==> src/rtl/hazard_ctrl.sv <==
// Pipeline sequencing controller: load-use stalls, branch flushes, memory-wait freeze
// and a debug drain/halt sequence, with a sticky memory timeout flag and stall counter.
module hazard_ctrl #(
   parameter int unsigned DRAIN_CYCLES = 3,
   parameter int unsigned MEM_TIMEOUT  = 255
) (
   input  logic        clk,
   input  logic        rst,
   input  logic        id_valid,
   input  logic [5:0]  id_op,
   input  logic [4:0]  id_rs,
   input  logic [4:0]  id_rt,
   input  logic        ex_mem_read,
   input  logic [4:0]  ex_write_reg,
   input  logic        branch_taken,
   input  logic        mem_busy,
   input  logic        halt_req,
   output logic        pc_en,
   output logic        if_id_en,
   output logic        if_id_flush,
   output logic        id_ex_flush,
   output logic        ex_mem_en,
   output logic        mem_wb_en,
   output logic        load_use,
   output logic        halted,
   output logic        mem_err,
   output logic [15:0] stall_cnt
);

   typedef enum logic [1:0] {RUN, DRAIN, HALTED} state_t;

   localparam logic [3:0]  DRAIN_LAST = 4'(DRAIN_CYCLES - 1);
   localparam logic [15:0] TIMEOUT    = 16'(MEM_TIMEOUT);

   state_t      state_q, state_d;
   logic [3:0]  drain_q, drain_d;
   logic [15:0] wait_q, wait_d;
   logic [15:0] stall_q, stall_d;
   logic        err_q, err_d;
   logic        uses_rs, uses_rt, hazard;

   always_comb begin
      uses_rs = 1'b0;
      uses_rt = 1'b0;
      case (id_op)
         6'b000000, 6'b000100, 6'b000101, 6'b101011, 6'b101000: begin
            uses_rs = 1'b1;
            uses_rt = 1'b1;
         end
         6'b001000, 6'b001001, 6'b001100, 6'b001101, 6'b001110,
         6'b000111, 6'b100011, 6'b100000: uses_rs = 1'b1;
         default: ;
      endcase
   end

   assign hazard = id_valid & ex_mem_read & (ex_write_reg != 5'd0) &
                   ((uses_rs & (id_rs == ex_write_reg)) | (uses_rt & (id_rt == ex_write_reg)));

   always_comb begin
      state_d = state_q;
      drain_d = drain_q;
      case (state_q)
         RUN: if (halt_req && !mem_busy) begin
            state_d = DRAIN;
            drain_d = 4'd0;
         end
         DRAIN: if (!mem_busy) begin
            if (drain_q == DRAIN_LAST) state_d = HALTED;
            else                       drain_d = drain_q + 4'd1;
         end
         HALTED: if (!halt_req) state_d = RUN;
         default: state_d = RUN;
      endcase
   end

   // The wait counter saturates so a stuck memory cannot wrap it back below the timeout.
   always_comb begin
      wait_d = 16'd0;
      if (mem_busy) wait_d = (wait_q == 16'hFFFF) ? wait_q : wait_q + 16'd1;
      err_d = err_q | (mem_busy & (wait_d >= TIMEOUT));
      stall_d = stall_q;
      if ((mem_busy || (state_q == RUN && hazard && !branch_taken)) && stall_q != 16'hFFFF)
         stall_d = stall_q + 16'd1;
   end

   always_ff @(posedge clk or negedge rst) begin
      if (!rst) begin
         state_q <= RUN;
         drain_q <= 4'd0;
         wait_q  <= 16'd0;
         stall_q <= 16'd0;
         err_q   <= 1'b0;
      end else begin
         state_q <= state_d;
         drain_q <= drain_d;
         wait_q  <= wait_d;
         stall_q <= stall_d;
         err_q   <= err_d;
      end
   end

   always_comb begin
      pc_en       = 1'b0;
      if_id_en    = 1'b0;
      if_id_flush = 1'b1;
      id_ex_flush = 1'b1;
      ex_mem_en   = 1'b0;
      mem_wb_en   = 1'b0;
      halted      = 1'b0;
      if (rst) begin
         if (mem_busy && state_q != HALTED) begin
            if_id_flush = 1'b0;
            id_ex_flush = 1'b0;
         end else begin
            case (state_q)
               RUN: begin
                  ex_mem_en = 1'b1;
                  mem_wb_en = 1'b1;
                  if (branch_taken) begin
                     pc_en    = 1'b1;
                     if_id_en = 1'b1;
                  end else if (hazard) begin
                     if_id_flush = 1'b0;
                  end else begin
                     pc_en       = 1'b1;
                     if_id_en    = 1'b1;
                     if_id_flush = 1'b0;
                     id_ex_flush = 1'b0;
                  end
               end
               DRAIN: begin
                  pc_en     = branch_taken;
                  if_id_en  = 1'b1;
                  ex_mem_en = 1'b1;
                  mem_wb_en = 1'b1;
               end
               default: begin
                  if_id_flush = 1'b0;
                  ex_mem_en   = 1'b1;
                  mem_wb_en   = 1'b1;
                  halted      = 1'b1;
               end
            endcase
         end
      end
   end

   assign load_use  = rst & hazard & (state_q != HALTED);
   assign mem_err   = err_q;
   assign stall_cnt = stall_q;

endmodule

==> config.mk <==
export PLATFORM = sky130hd
export DESIGN_NAME = hazard_ctrl
export DESIGN_NICKNAME = d
export VERILOG_FILES = /design/src/rtl/hazard_ctrl.sv
export SDC_FILE = /design/constraint.sdc
export NUM_CORES = 1
export LEC_CHECK = 0
export BUFFER_PORTS_ARGS = -buffer_cell sky130_fd_sc_hd__buf_2
export CAP_MARGIN = 0
export CORE_MARGIN = 4
export CORE_UTILIZATION = 30
export DETAILED_ROUTE_END_ITERATION = 8
export SLEW_MARGIN = 30
export SYNTH_ARGS = -nofsm -noshare
export SYNTH_HDL_FRONTEND = slang
export SYNTH_SLANG_ARGS = --single-unit
==> constraint.sdc <==
create_clock -name clk -period 5.64 [get_ports clk]
set_clock_uncertainty 0.05 [all_clocks]
set_input_delay 0.846 -clock clk [delete_from_list [all_inputs] [get_ports clk]]
set_output_delay 0.846 -clock clk [all_outputs]
set_load 0.01 [all_outputs]
==> metrics.md, run 1 <==
| Metric | Value |
|---|---|
| Drt pass-1 iters | 4 |
| CP max FO | 5 |
| Worst hold path class | flip-flop to flip-flop |
| Post-synth top area cell | dfrtp_1 |
| Final GP Congestion | between 0.7 and 0.8 |
| Clock root buffer | clkbuf_8 |
| CP Capture Type | output pin |
| Predominant post-synthesis flop cell | dfrtp_1 |
| Power Dens Cells | around 270 nW/um^2 |
| Cell row count | 31 |
| Vias in the first global route | about 2000 |
| Hold slack | 0.438 ns |
| Top cells by area, synth | dfrtp_1 (42%), xnor2_1 (9.4%), nor2_1 (4.2%) |
| Setup total negative slack | 0 ns |
| Post-Syn Instances | 256 |
| Cell area after synthesis | approximately 2300 um^2 |
| Number of clock sinks | 39 |
| CP max-delay cell | a22oi_1 |
| Starting Density | 31.4% |
| Clk_lat worst skew | about 0.29 ns |
| Combinational share of power | around 24% |
| Final setup fails | 0 |
| Sw power | ~0.25 mW |
| Fin crit period | approximately 3.3 ns |
| Clock buffer depth | 2 |
| Critical Path RT | ~4.7 ns |
| Die height | just under 100 um |
| Type of the worst setup path | input pin to output pin |
| Postcts setup bufs | 0 |
| Hold Vio Cnt, Final | 0 |
| Die area | about 9200 um^2 |
| M1 WL | between 2000 and 3000 um |
| Share of cells above drive strength 1 | 21.8% |
| Max Slew Vio Count | 0 |
| Seq pwr share | slightly above 50% |
| Clk pwr share | 25.2% |
| DRC viols | 0 |
| Worst IR Drop VDD | around 88 uV |
| Number of synthesized flops with an enable pin | 0 |
| Worst EP arrival | around 2.4 ns |
| Mean post-synth cell area | about 9 um^2 |
| H-tree depth | 2 |
| Maximum clock rate | around 300 MHz |
| Slew Limit Headroom | 49.7% |
| Share of the synthesized area in the top cell type | around two fifths |
| Die width | 96.1 um |
| Routed Antenna Nets | 0 |
| Number of antenna diodes | 0 |
| Core area | approximately 7400 um^2 |
| Nets@finish | around 340 |
| DR vias | between 2000 and 2500 |
| Tot GR Track Use | between 10% and 20% |
| Max-cap violations | 0 |
| Sequential area share after synthesis | between 40% and 50% |
| Critical-path cell list | buf_2 -> nor2b_1 -> a41oi_1 -> o31ai_1 -> a22oi_1 -> nor2_1 -> o31ai_1 -> nand3_1 -> buf_2 |
| Hold-fix buffers, CTS | 0 |
| Warnings from Yosys | 0 |
| First-iteration detailed-routing DRC count | between 70 and 80 |
| Largest net degree at the start of global routing | 45 |
| Mapped Nets | around 290 |
| Post-DP HPWL | roughly 4000 um |
| Reg clk slew, reported paths | approximately 0.08 ns |
| Ys async rst share | 100% |
| WL final | about 5300 um |
| I/O pins | 53 |
| Top sig layer | met4 |
| Avg Vias per Cell | approximately 5.0 |
| WL/cell | roughly 13 um |
| Total grt overflow | 0 |
| Pint | between 0.4 and 0.5 mW |
| Global-route wire length before repair | 9170 um |
| PortBufs | 52 |
| Status | complete, no violations |
| Tcrit/Tclk final | between 50% and 60% |
| CP startpoint kind | input pin |
| CTS buffer count | 5 |
| Initial antenna violation count | 0 |
| Netlist cell types | 46 |
| Switching Share | 33.8% |
| Crit-path max cell delay | about 0.28 ns |
| # resized after CTS | 0 |
| Slew @ Worst Pin | 0.749 ns |
| Area growth syn-to-layout | 18.9% |
| Leakage | 1.20 nW |
| Flops & latches, synth | 39 |
| DR WL met3 | around 370 um |
| CTS tree | built |
| RSZ-0062 raised after global routing | no |
| Met2 Wirelength | 2340 um |
==> cell usage in the layout, fill, tap and decap left out, drive strengths merged, types with 7 or more instances in the layout <==
cell / count
buf: 52
dfrtp: 39
nor2: 26
xnor2: 25
nand2: 20
nand3: 18
nand4: 14
o21ai: 11
nor3: 10
and3: 9
xor2: 7
==> worst max-delay path, delay by kind of cell <==
kind	cells	cell delay (ns)
buf+inv	2	0.30
compound gates	4	0.82
simple gates	3	0.42
==> cells in the mapped netlist (all sizes together), types with 2 or more instances <==
cell type   n
ha          4
a31oi       6
clkbuf      5
o21ai      11
mux2i       5
xnor2      25
a41oi       2
a21oi       6
nand4      14
or4         2
and3        9
or3         2
nand3      18
nand2      20
nor3       10
o211ai      3
nor4        5
dfrtp      39
xor2        7
nor2b       2
a21o        2
o31ai       3
inv         4
and2        4
nor2       26
buf         3
a22o        3
nand2b      4
==> sequential cells by signal (all words and copies together), names as in the netlist <==
signal / cells
stall_cnt: 16
drain_q: 4
mem_err: 1
wait_q: 16
state_q: 2
==> layer usage <==
layer	up-vias	track usage, %
li1	1033	-
met3	6	3.83
met5	-	0
met1	945	16.7
met4	0	3.55
met2	48	19.5
==> area by class of cell <==
class | count | area, um^2
Clock buffer | 5 | 68.8
Clock inverter | 3 | 20.0
Fill cell | 769 | 4640
Inverter | 5 | 18.8
Multi-Input combinational cell | 204 | 1300
Sequential cell | 39 | 976
Tap cell | 99 | 124
Timing Repair Buffer | 52 | 263
==> through the flow <==
| stage | setup slack (ns) | std cells | cell area (um^2) | util (%) | power [mW] |
|---|---|---|---|---|---|
| after global routing | 2.20 | 407 | 2770 | 37.4 | 0.810 |
| after CTS | 2.30 | 407 | 2770 | 37.3 | 0.764 |
| after detailed placement | 2.30 | 399 | 2680 | 36.1 | 0.572 |
| after global placement | 2.37 | 399 | 2670 | 36.1 | 0.567 |
| final | 2.35 | 407 | 2770 | 37.4 | 0.753 |
| after floorplan | 2.77 | 256 | 2330 | - | 0.497 |
==> power by group through the flow <==
stage	combinational (mW)	sequential [mW]	clock, mW
finish	0.181	0.382	0.189
CTS	0.185	0.382	0.197
floorplan	0.116	0.381	0
global placement	0.181	0.386	0
global route	0.207	0.393	0.210
detailed placement	0.184	0.388	0
==> cells by family after synthesis <==
group                      Yosys count  synth area share, %
adders and majority gates            4                 2.15
DFF                                 39                 41.9
xor gates and xnor gates            32                 12.0
muxes                                6                 2.63
AOI/OAI and AO/OA                   42                 11.8
buffers and inverters               13                 2.52
and+or+nand+nor                    120                 27.0
==> worst paths after layout <==
path                           endpoint  cells past startpoint         start  slack [ns]
setup / recovery            id_ex_flush                      9      id_op[5]        2.35
hold / removal             stall_cnt[5]                      1  stall_cnt[5]        0.44
setup reg to reg                mem_err                      7     wait_q[0]        2.87
hold reg to reg            stall_cnt[5]                      1  stall_cnt[5]        0.44
max in group asynchronous  stall_cnt[4]                      1           rst        4.68
min in group asynchronous    wait_q[10]                      1           rst        0.48
Note: power is estimated with default switching activity, not from simulation.
==> run 2, diff against run 1 <==
--- a/config.mk
+++ b/config.mk
@@ -5,6 +5,7 @@
 export SDC_FILE = /design/constraint.sdc
 export NUM_CORES = 1
 export LEC_CHECK = 0
+export ABC_AREA = 1
 export BUFFER_PORTS_ARGS = -buffer_cell sky130_fd_sc_hd__buf_2
 export CAP_MARGIN = 0
 export CORE_MARGIN = 4
==> constraint.sdc (replaced) <==
create_clock -name clk -period 3.1 [get_ports clk]
set_clock_uncertainty 0.05 [all_clocks]
set_input_delay 0.465 -clock clk [delete_from_list [all_inputs] [get_ports clk]]
set_output_delay 0.465 -clock clk [all_outputs]
set_load 0.01 [all_outputs]
==> run 2 against run 1 <==
  * Worst setup slack worse by 1.6 ns
  * First-iteration DRC count grew 11%
  * Die area grew 21%
  * Critical endpoint is now pc_en
  * Critical path type is now flip-flop to output pin
==> metrics.md, run 2 <==
| Metric | Value |
|---|---|
| Mean post-synth cell area | 7.01 um^2 |
| Worst EP arrival | ~1.8 ns |
| Reg clk slew, reported paths | about 0.07 ns |
| Critical Path RT | between 2 and 3 ns |
| Commonest cells after routing, fill and taps aside | nand2_1 (115), inv_1 (52), buf_2 (52) |
| PortBufs | 52 |
| Share of cells above drive strength 1 | 21.0% |
| Clock root buffer | clkbuf_8 |
| Cell area after synthesis | ~2900 um^2 |
| Worst hold path class | input pin to async pin |
| Tcrit/Tclk final | around 75% |
| Number of synthesized flops with an enable pin | 0 |
| Hold slack | ~0.077 ns |
| Mapped Nets | 440 |
| Power Dens Cells | between 400 and 500 nW/um^2 |
| Status | complete, no violations |
| Post-synth top area cell | dfrtp_1 |
| Clk pwr share | between 20 and 30% |
| Sw power | slightly below 0.5 mW |
| CTS buffer count | 5 |
| Tot GR Track Use | about an eighth |
| Post-layout util | between 30% and 40% |
| Initial antenna violation count | 0 |
| Vias in the first global route | 2602 |
| # resized after CTS | 0 |
| Maximum clock rate | 427 MHz |
| First-iteration detailed-routing DRC count | 83 |
| Final setup fails | 0 |
| Fillers | between 1000 and 1500 |
| Pint | roughly 0.89 mW |
| Worst IR Drop VDD | between 150 and 200 uV |
| Global-route wire length before repair | ~12000 um |
| Slew @ Worst Pin | about 0.48 ns |
| Type of the worst setup path | flip-flop to output pin |
| Number of antenna diodes | 0 |
| Slew Limit Headroom | 68.2% |
| CP startpoint kind | flip-flop |
| Largest net degree at the start of global routing | 23 |
| CP Capture Type | output pin |
| Leakage | between 1.5 and 2 nW |
| Drt pass-1 iters | 4 |
| Fin crit period | around 2.3 ns |
| Flops & latches, synth | 39 |
| Post-route cell area | roughly 3300 um^2 |
| Top cells by area, synth | dfrtp_1 (34%), nand2_1 (15%), nand3_1 (7.9%) |
| Die width | between 100 and 150 um |
| Post-Place Cells | 584 |
| RSZ-0062 raised after global routing | no |
| Combinational share of power | 26.9% |
| Max-cap violations | 0 |
| Share of the synthesized area in the top cell type | between 30% and 40% |
| Nets@finish | slightly below 500 |
| I/O pins | 53 |
| DRC viols | 0 |
| Die area | 11200 um^2 |
| Routed Antenna Nets | 0 |
| Switching Share | 35.4% |
| Seq pwr share | about 48% |
| DR vias | approximately 2700 |
| Post-DP Area | ~3200 um^2 |
| CTS tree | built |
| Max Slew Vio Count | 0 |
| Clock buffer depth | 2 |
| Number of clock sinks | 39 |
| Hold-fix buffers, CTS | 0 |
| WL final | roughly 6700 um |
| Setup total negative slack | 0 ns |
| Area growth syn-to-layout | 16.1% |
| Starting Density | between 30% and 40% |
| Avg Vias per Cell | roughly 4.5 |
| Cell row count | 35 |
| Post-Syn Instances | about 410 |
| H-tree depth | 2 |
| Multi-input logic area | approximately 1600 um^2 |
| Sequential area share after synthesis | ~34% |
| Predominant post-synthesis flop cell | dfrtp_1 |
| Warnings from Yosys | 0 |
| Non-Filler Instances | approximately 590 |
| CP max FO | 6 |
| Ys async rst share | 100% |
| Count leader, synth | nand2_1 |
| Postcts setup bufs | 0 |
| Die height | ~110 um |
| Reg area | slightly below 1000 um^2 |
| Commonest non-fill, non-tap cell in the layout | nand2_1 |
| Clk_lat worst skew | 0.29 ns |
| Core area | just over 9000 um^2 |
| Hold Vio Cnt, Final | 0 |
| Netlist cell types | 37 |
| Post-synth top cells | nand2_1 (115), inv_1 (52), nand3_1 (45), nor2_1 (42), dfrtp_1 (39) |
| Post-DP HPWL | around 5300 um |
| Total grt overflow | 0 |
| WL/cell | approximately 11 um |
| Final GP Congestion | between 0.8 and 0.9 |
-- run 2: power groups by stage --
stage / Clock [mW] / Combinational, mW / Sequential [mW]
floorplan: 0 / 0.243 / 0.662
global placement: 0 / 0.365 / 0.669
detailed placement: 0 / 0.374 / 0.669
CTS: 0.364 / 0.376 / 0.659
global route: 0.387 / 0.426 / 0.673
finish: 0.347 / 0.371 / 0.661
-- run 2: path summary, 6_finish.rpt --
check	start	to	slack, ns	cells after the start
min in group clk	halt_req	state_q[1]	0.39	3
max	state_q[1]	pc_en	0.76	9
max reg2reg	stall_cnt[0]	stall_cnt[4]	0.98	9
max in group asynchronous	rst	stall_cnt[8]	2.27	2
min	rst	wait_q[3]	0.08	1
min reg2reg	drain_q[2]	drain_q[2]	0.44	1
-- run 2: worst max-delay path, stage by stage (launching register included) --
cell and delay (ns):
dfrtp_1 0.50, inv_2 0.08, nor2_1 0.19, nor2_1 0.08, nor2_1 0.19, inv_1 0.08, nor2_1 0.14, nand2_1 0.06
o21ai_0 0.07, buf_2 0.16
-- run 2: stage by stage --
stage                     setup WS, ns  power (mW)
after floorplan                   1.15       0.904
after global placement           0.798        1.03
after detailed placement         0.773        1.04
after CTS                        0.771        1.40
after global routing             0.607        1.48
final                            0.761        1.38
-- run 2: layer usage --
metal / part of all wire [%] / track usage [%] / up-vias
li1: - / - / 1394
met3: 3.0 / 2.45 / 7
met2: 48 / 21.6 / 40
met5: 0 / 0 / -
met1: 48 / 16.2 / 1209
met4: 0.82 / 2.78 / 0
-- run 2: cell type report --
class | instances | share of cell area, %
Multi-Input combinational cell | 302 | 48.2
Sequential cell | 39 | 29.4
Timing Repair Buffer | 53 | 8.06
Inverter | 61 | 6.89
Tap cell | 129 | 4.86
Clock buffer | 6 | 2.48
Clock inverter | 1 | 0.151
-- run 2: cells by family (layout without fill, tap and decap cells) --
family          count (synthesis)  count (layout)  synth area share [%]
compound gates                 21              21                  4.20
xor+xnor                       26              26                  7.96
fa+ha+maj                       4               4                  1.75
buf+inv                        67             121                  9.93
flops                          39              39                  34.1
simple gates                  251             251                  42.1
==> run 3, diff against run 2 <==
--- a/config.mk
+++ b/config.mk
@@ -5,7 +5,7 @@
 export SDC_FILE = /design/constraint.sdc
 export NUM_CORES = 1
 export LEC_CHECK = 0
-export ABC_AREA = 1
+export ABC_AREA = 0
 export BUFFER_PORTS_ARGS = -buffer_cell sky130_fd_sc_hd__buf_2
 export CAP_MARGIN = 0
 export CORE_MARGIN = 4
==> constraint.sdc (replaced) <==
create_clock -name clk -period 2.05 [get_ports clk]
set_clock_uncertainty 0.05 [all_clocks]
set_input_delay 0.3075 -clock clk [delete_from_list [all_inputs] [get_ports clk]]
set_output_delay 0.3075 -clock clk [all_outputs]
set_load 0.01 [all_outputs]
==> run 3 against run 2 <==
  * Flip-flop and latch count unchanged
  * The flow now finishes with violations (negative setup slack)
  * Worst hold slack better by 0.17 ns
  * Cell area up 1.8%
  * Critical path type is now flip-flop to flip-flop
  * Sequential power up 48%
  * Combinational power up 97%
  * Clock power up 47%
  * Worst setup slack worse by 1.1 ns
  * Largest cell class unchanged
  * First-iteration DRC count up 12%
  * Register-to-register slack worse by 1.3 ns
==> metrics.md, run 3 (synthesis results as in run 1) <==
| Metric | Value |
|---|---|
| Status | complete, but fails checks |
| Violated checks | negative setup slack |
| R2r setup slk | -0.35 ns |
| I/O pins | 53 |
| Leakage | ~1.6 nW |
| Switching Share | roughly a third |
| CTS buffer count | 5 |
| Sw power | 0.729 mW |
| WL/cell | 13.2 um |
| Final GP Congestion | roughly 0.85 |
| Non-Filler Instances | 470 |
| Critical R2R Launch | wait_q[1] |
| Hold slack | about 0.25 ns |
| Max-cap violations | 0 |
| Power Dens Cells | 656 nW/um^2 |
| Hold endpoint | state_q[1] |
| Routed Antenna Nets | 0 |
| Total grt overflow | 0 |
| Worst EP arrival | 2.53 ns |
| CP Capture Type | flip-flop |
| Final setup fails | 6 |
| Hold Path Depth | 3 |
| Hold Vio Cnt, Final | 0 |
| Die height | around 96 um |
| CTS tree | built |
| Clk pwr share | about 23% |
| Vias in the first global route | between 2000 and 2500 |
| Fin crit period | roughly 2.4 ns |
| Clock buffer depth | 2 |
| Max Slew Vio Count | 0 |
| Post-DP HPWL | 4680 um |
| Die width | between 90 and 100 um |
| Starting Density | approximately a third |
| H-tree depth | 2 |
| CP max FO | 5 |
| Core area | ~7400 um^2 |
| Largest net degree at the start of global routing | 37 |
| Clk_lat worst skew | approximately 0.29 ns |
| R2R Path End | mem_err |
| Avg Vias per Cell | 4.91 |
| Slew Limit Headroom | 69.3% |
| Share of cells above drive strength 1 | 39.1% |
| Clock root buffer | clkbuf_8 |
| Initial antenna violation count | 0 |
| Post-Place Cells | between 400 and 500 |
| First-iteration detailed-routing DRC count | 93 |
| Final worst slack | -0.350 ns |
| Slew @ Worst Pin | ~0.46 ns |
| Reg clk slew, reported paths | approximately 0.080 ns |
| Tot GR Track Use | ~14% |
| RSZ-0062 raised after global routing | yes |
| Cell row count | 31 |
| Die area | 9240 um^2 |
| PortBufs | 52 |
| Worst hold path class | input pin to flip-flop |
| Seq pwr share | around 44% |
| Worst IR Drop VDD | roughly 240 uV |
| Maximum clock rate | around 420 MHz |
| Nets@finish | 402 |
| Area growth syn-to-layout | 45.3% |
| Critical Path RT | 2.18 ns |
| DRC viols | 0 |
| Type of the worst setup path | flip-flop to flip-flop |
| Number of clock sinks | 39 |
| DR vias | about 2300 |
| Worst hold start | halt_req |
| Number of antenna diodes | 0 |
| Drt pass-1 iters | 5 |
| WL final | between 6000 and 7000 um |
| CP startpoint kind | flip-flop |
| Tcrit/Tclk final | 117% |
| Commonest cells after routing, fill and taps aside | buf_4 (60), buf_2 (49), dfrtp_1 (39) |
| Pint | around 1.5 mW |
| Global-route wire length before repair | a little under 10000 um |
| Worst r2r path cells | 8 |
| Commonest non-fill, non-tap cell in the layout | buf_4 |
| Combinational share of power | between 30% and 40% |
==> run 3: cell type report <==
type	count	area [um^2]
inverters	5	18.8
clock inverters	2	12.5
multi-input cells	204	1420
well taps	99	124
flip-flops and latches	39	976
fillers	705	4020
repair buffers	115	762
clock buffers	6	72.6
==> run 3: power by group through the flow <==
stage	logic, mW	clock network [mW]	registers [mW]
finish	0.730	0.510	0.980
global route	0.823	0.557	0.992
global placement	0.697	0	0.987
detailed placement	0.708	0	0.992
CTS	0.722	0.528	0.978
floorplan	0.322	0	1.05
==> run 3: worst max-delay path, stage by stage, from the launching register on <==
cell and delay [ns]:
dfrtp_1 0.40, ha_4 0.16, nand3_4 0.09, or4_4 0.52
nand4_1 0.10, xor2_1 0.15, nor2_1 0.09, or4b_1 0.50
a31o_2 0.22
==> run 3: layer usage <==
layer | part of all wire, % | global-route usage, % | vias to the layer above
li1 | - | - | 1155
met3 | 6.8 | 3.52 | 6
met4 | 1.3 | 5.09 | 0
met5 | 0 | 0 | -
met1 | 43 | 18.0 | 1084
met2 | 48 | 21.4 | 64
==> run 3: how the worst max path moves through the flow <==
stage               startpoint  endpoint  slack, ns  cells after the start
global placement     wait_q[1]   mem_err      -0.28                      8
CTS                  wait_q[1]   mem_err      -0.32                      8
floorplan            wait_q[0]   mem_err      -0.29                      8
global route         wait_q[1]   mem_err      -0.46                      8
detailed placement   wait_q[1]   mem_err      -0.29                      8
finish               wait_q[1]   mem_err      -0.35                      8
==> run 3: what timing repair did <==
action | 4_1_cts | 5_1_grt
pin swaps | 4 | 7
hold buffers | 1 | 0
endpoints found under the hold margin | 3 | 0
resized for setup | 8 | 20
buffers inserted | 2 | 4
endpoints found under the setup margin | 8 | 13
==> run 3: stage by stage <==
stage / power, mW / setup TNS (ns) / area [um^2] / setup slack, ns / utilization (%)
floorplan: 1.37 / -0.425 / 2360 / -0.287 / -
global placement: 1.68 / -0.774 / 3120 / -0.277 / 42.1
detailed placement: 1.70 / -0.736 / 3120 / -0.293 / 42.1
CTS: 2.23 / -0.466 / 3260 / -0.325 / 44.0
global route: 2.37 / -1.34 / 3380 / -0.459 / 45.7
finish: 2.22 / -0.677 / 3380 / -0.350 / 45.7
